<file path="config.mk">
export PLATFORM = sky130hd
export DESIGN_NAME = instr_encoder_loader
export DESIGN_NICKNAME = d
export VERILOG_FILES = /design/src/rtl/instr_encoder_loader.sv
export SDC_FILE = /design/constraint.sdc
export NUM_CORES = 1
export LEC_CHECK = 0
export BUFFER_PORTS_ARGS = -buffer_cell sky130_fd_sc_hd__buf_2
export CAP_MARGIN = 0
export CELL_PAD_IN_SITES_DETAIL_PLACEMENT = 2
export CELL_PAD_IN_SITES_GLOBAL_PLACEMENT = 2
export CORE_MARGIN = 5
export CORE_UTILIZATION = 29
export CTS_BUF_LIST = sky130_fd_sc_hd__clkbuf_8
export CTS_CLUSTER_SIZE = 24
export DETAILED_ROUTE_END_ITERATION = 16
export PLACE_DENSITY_LB_ADDON = 0.1
export SETUP_SLACK_MARGIN = 0.5
export SYNTH_ARGS = -nofsm -noshare
export SYNTH_HDL_FRONTEND = slang
export SYNTH_SLANG_ARGS = --single-unit
</file>
<file path="constraint.sdc">
create_clock -name clk -period 1.8 [get_ports clk]
set_input_delay 0.36 -clock clk [delete_from_list [all_inputs] [get_ports clk]]
set_output_delay 0.36 -clock clk [all_outputs]
set_load 0.03 [all_outputs]
</file>
<file path="src/rtl/instr_encoder_loader.sv">
// instr_encoder_loader: encodes symbolic MIPS instruction requests and
// streams the resulting words into instruction memory, one per transfer.
module instr_encoder_loader #(
    parameter logic [31:0] BASE_ADDR = 32'h0000_0000,
    parameter int          DEPTH     = 64
) (
    input  logic                   clk,
    input  logic                   rst_n,
    input  logic                   start,
    input  logic                   finish,
    input  logic                   req_valid,
    output logic                   req_ready,
    input  logic [2:0]             req_kind,
    input  logic [4:0]             rs,
    input  logic [4:0]             rt,
    input  logic [4:0]             rd,
    input  logic [4:0]             shamt,
    input  logic [5:0]             funct,
    input  logic [15:0]            imm,
    input  logic [25:0]            target,
    output logic                   imem_we,
    output logic [31:0]            imem_addr,
    output logic [31:0]            imem_wdata,
    output logic [$clog2(DEPTH):0] count,
    output logic                   busy,
    output logic                   full,
    output logic                   err
);

    localparam int CW = $clog2(DEPTH) + 1;

    typedef enum logic [1:0] {
        S_IDLE   = 2'd0,
        S_ACTIVE = 2'd1,
        S_FULL   = 2'd2
    } state_e;

    state_e          state_q, state_d;
    logic [CW-1:0]   count_q, count_d;
    logic            err_q, err_d;
    logic [31:0]     addr_q, addr_d;
    logic            we_q, we_d;
    logic [31:0]     waddr_q, waddr_d;
    logic [31:0]     wdata_q, wdata_d;

    logic [31:0]     enc;
    logic            legal;
    logic            xfer;
    logic            wr;
    logic            last;

    // Encode the presented request; kinds 6/7 have no encoding
    always_comb begin
        enc   = '0;
        legal = 1'b1;
        case (req_kind)
            3'd0:    enc = {6'b100011, rs, rt, imm};
            3'd1:    enc = {6'b101011, rs, rt, imm};
            3'd2:    enc = {6'b000000, rs, rt, rd, shamt, funct};
            3'd3:    enc = {6'b001000, rs, rt, imm};
            3'd4:    enc = {6'b000100, rs, rt, imm};
            3'd5:    enc = {6'b000010, target};
            default: legal = 1'b0;
        endcase
    end

    assign xfer = req_valid && req_ready;
    assign wr   = xfer && legal;
    assign last = (count_q == CW'(DEPTH - 1));

    // Session state register
    always_ff @(posedge clk or negedge rst_n) begin
        if (!rst_n) begin
            state_q <= S_IDLE;
        end else begin
            state_q <= state_d;
        end
    end

    // Session transitions; start always (re)opens, finish wins over filling
    always_comb begin
        state_d = state_q;
        case (state_q)
            S_IDLE: begin
                if (start) state_d = S_ACTIVE;
            end
            S_ACTIVE: begin
                if (start)          state_d = S_ACTIVE;
                else if (finish)    state_d = S_IDLE;
                else if (wr && last) state_d = S_FULL;
            end
            S_FULL: begin
                if (start)       state_d = S_ACTIVE;
                else if (finish) state_d = S_IDLE;
            end
            default: state_d = S_IDLE;
        endcase
    end

    // Handshake and status outputs decoded from the session state
    always_comb begin
        req_ready = (state_q == S_ACTIVE) && !start;
        busy      = (state_q != S_IDLE);
    end

    // Datapath next state: registered write port, word counter, error flag
    always_comb begin
        count_d = count_q;
        err_d   = err_q;
        addr_d  = addr_q;
        we_d    = wr;
        waddr_d = waddr_q;
        wdata_d = wdata_q;
        if (wr) begin
            waddr_d = addr_q;
            wdata_d = enc;
            addr_d  = addr_q + 32'd4;
            count_d = count_q + CW'(1);
        end
        if (xfer && !legal) begin
            err_d = 1'b1;
        end
        if (start) begin
            count_d = '0;
            err_d   = 1'b0;
            addr_d  = BASE_ADDR;
        end
    end

    // Datapath registers; reset drops any pending write
    always_ff @(posedge clk or negedge rst_n) begin
        if (!rst_n) begin
            count_q <= '0;
            err_q   <= 1'b0;
            addr_q  <= BASE_ADDR;
            we_q    <= 1'b0;
            waddr_q <= '0;
            wdata_q <= '0;
        end else begin
            count_q <= count_d;
            err_q   <= err_d;
            addr_q  <= addr_d;
            we_q    <= we_d;
            waddr_q <= waddr_d;
            wdata_q <= wdata_d;
        end
    end

    assign imem_we    = we_q;
    assign imem_addr  = waddr_q;
    assign imem_wdata = wdata_q;
    assign count      = count_q;
    assign full       = (count_q == CW'(DEPTH));
    assign err        = err_q;

endmodule

</file>
==> flow_summary.ini <==
[outcome]
status = finished with violations
violations = negative hold slack, negative setup slack

[final_layout]
layout.cells.most_common = buf_6
ff_latch_area_um2 = 2539
layout.nets = 874
final_cell_mix = buf_6 (110), buf_4 (95), dfrtp_1 (92)
multi_input_area_um2 = 3138
fillers = 1613
post-route-util_pct = 56.04
syn_to_final_growth_pct = 89.20
layout-drive-gt1-share_pct = 63.25
final_cells = 1021

[route]
routed_via_density = 5.202
ant_nets = 0
vias = 5311
drc = 0
wl_per_cell_um = 26.53
drt_wl_total_um = 27090
firstDrtPassIters = 4
drt_iter0_markers = 244

[clock_network]
path_clk_slew_ps = 100
cts_buffer_depth = 2
cts-root-buf = clkbuf_8
cts_num_sinks = 101
clock_latency_ps = 400
htreeDepth = 3
cts_tree = yes
cts_buffers = 9

[synth]
synth_edf_count = 0
yosys_warnings = 0
ys_async_sr_fraction_pct = 100.0
seq_area_frac_synth_pct = 51.45
ys_seq_elements = 101
syn-instance-count = 507
synthFlopType = dfrtp_1
synth_area_um2 = 4912
synth.distinct_cells = 50
syn_avg_cell_area_um2 = 9.689

[power_and_ir_drop]
p_leak_nw = 4.452
seqPwrFrac_pct = 42.3
switching_share_pct = 33.57
p_int_mw = 4.051
peakVddDrop_uv = 475.1
p_sw_mw = 2.047
clkPwrFrac_pct = 26.9
power_density_nw_per_um2 = 656.2
pwr-share-comb_pct = 30.8

[timing]
worstMarginPinSlew_ps = 913.7
finalCritPeriodShare_pct = 107.3
hold_viol = 10
fin_crit_ps = 1931
fmax_ghz = 0.5179
timing.hold.ws_ps = -22.91
max-slew-margin-rel_pct = 38.81
rsz0062_at_grt = true
fin_ws_ps = -130.9
maxSlewViolCount = 0
fin_skew_ps = 14.64
setup_viol = 25

[placement]
pre_cts_ws_ps = -308.7
gp_congestion = 0.8027
dp.cells = 891
dpl.hpwl_um = 11920
io_buffer_count = 148

[worst_setup_path]
end_kind = register
start_kind = register
worstPathRequired_ps = 2070
path_max_fanout = 5
cp.arrival_ps = 2200
critical_path_class = reg -> reg

[grt]
grt_max_degree = 102
grt_pass1_wl_um = 32830
grt_antenna_before_repair = 1
grt_pass1_vias = 5743
gr-usage-all-layers_pct = 21.01
grt_overflow = 0

[floorplan]
coreArea_um2 = 16580
die_w_um = 140.2
die_h_um = 140.2
initial_utilization_pct = 29.62
rows = 47
ios = 152
die_area_um2 = 19640

[min_path]
min_path_type = in -> async

[flow_run]
maxCapViolCount = 0
[final timing paths]
path | from | end | slack, ps | cells after the start
min in group clk | rs[1] | imem_wdata[22] | 230 | 3
worst min register to register | imem_addr[7] | imem_addr[7] | 510 | 2
worst min-delay path | rst_n | imem_addr[8] | -20 | 2
worst max-delay path | addr_q[3] | addr_q[22] | -130 | 8
max in group asynchronous | rst_n | imem_wdata[26] | 1250 | 2
worst max register to register | addr_q[3] | addr_q[22] | -130 | 8
[cell type report]
type                       instances  area share (%)
multi-input combinational        358           33.76
clock inverter                     4          0.4981
tap                              220           2.962
inverter                          10          0.7270
clock buffer                      12           1.777
timing repair buffer             315           32.93
antenna                            1         0.02693
sequential                       101           27.32
[critical path, stage by stage, from the launching register on]
cell and delay, ps:
dfrtp_1 420, buf_6 130, ha_4 130, a21boi_4 270, nand4_4 180, buf_12 190
nor4_4 220, xnor2_1 180, nor2_1 90
[repair_timing]
item / CTS / global route
hold buffers: 0 / 0
resized for setup: 251 / 222
endpoints found under the setup margin: 170 / 173
cloned: 9 / 3
pin swaps: 86 / 87
buffers inserted: 40 / 61
[Yosys cell counts, types with 3 or more instances]
| cell type | count | area share, % |
|---|---|---|
| a21oi_1 | 6 | 0.61 |
| a221oi_1 | 10 | 1.8 |
| a22oi_1 | 30 | 4.6 |
| and2_1 | 3 | 0.38 |
| and4_1 | 5 | 0.89 |
| buf_2 | 10 | 1.0 |
| buf_4 | 4 | 0.61 |
| buf_6 | 3 | 0.69 |
| clkbuf_1 | 22 | 1.7 |
| dfrtp_1 | 101 | 51 |
| ha_1 | 3 | 0.76 |
| inv_1 | 9 | 0.69 |
| nand2_1 | 102 | 7.8 |
| nand3_1 | 13 | 1.3 |
| nand4_1 | 8 | 1.0 |
| nor2_1 | 54 | 4.1 |
| nor2b_1 | 4 | 0.51 |
| nor3_1 | 10 | 1.0 |
| nor4_2 | 3 | 0.76 |
| o21a_1 | 15 | 2.3 |
| o21ai_0 | 8 | 0.82 |
| o221ai_1 | 15 | 2.7 |
| o31ai_1 | 4 | 0.61 |
| or3_1 | 3 | 0.38 |
| or4_1 | 3 | 0.46 |
| xnor2_1 | 19 | 3.4 |
| xor2_1 | 12 | 2.1 |
[state kept, by name, indices dropped and copies added (netlist names)]
register	cells
count	7
imem_addr	30
imem_we	1
addr_q	30
imem_wdata	30
state_q	2
err	1
[routing by layer]
| layer | routed length [um] | global-route usage (%) | vias to the layer above |
|---|---|---|---|
| met5 | 0 | 0 | - |
| met3 | 1083 | 3.885 | 30 |
| li1 | - | - | 2336 |
| met4 | 503 | 5.456 | 0 |
| met1 | 10450 | 25.07 | 2798 |
| met2 | 15050 | 38.68 | 147 |
[power by group through the flow]
stage	combinational, mW	sequential, mW	clock, mW
2_1_floorplan	0.345	2.87	0
3_3_place_gp	1.09	2.56	0
3_5_place_dp	1.10	2.57	0
4_1_cts	1.52	2.55	1.63
5_1_grt	1.97	2.60	1.78
6_report	1.88	2.58	1.64
[logic make-up after synthesis]
kind of cell | count (synthesis) | synth area share (%)
DFF | 101 | 51.45
xor gates and xnor gates | 31 | 5.527
muxes | 2 | 0.5093
AOI/OAI and AO/OA | 95 | 14.54
buffers and inverters | 50 | 4.839
other | 1 | 0.07634
and+or+nand+nor | 224 | 22.29
adders and majority gates | 3 | 0.7642
[metrics by stage]
stage               power, mW  TNS, ps  instance area, um2
floorplan               3.216   -110.1                5056
global placement        3.650    -4948                6306
detailed placement      3.673    -6947                6306
CTS                     5.701   -2.198                8013
global route            6.350    -3193                9294
finish                  6.098    -1091                9294
No activity file was read; power rests on OpenSTA's default activity.
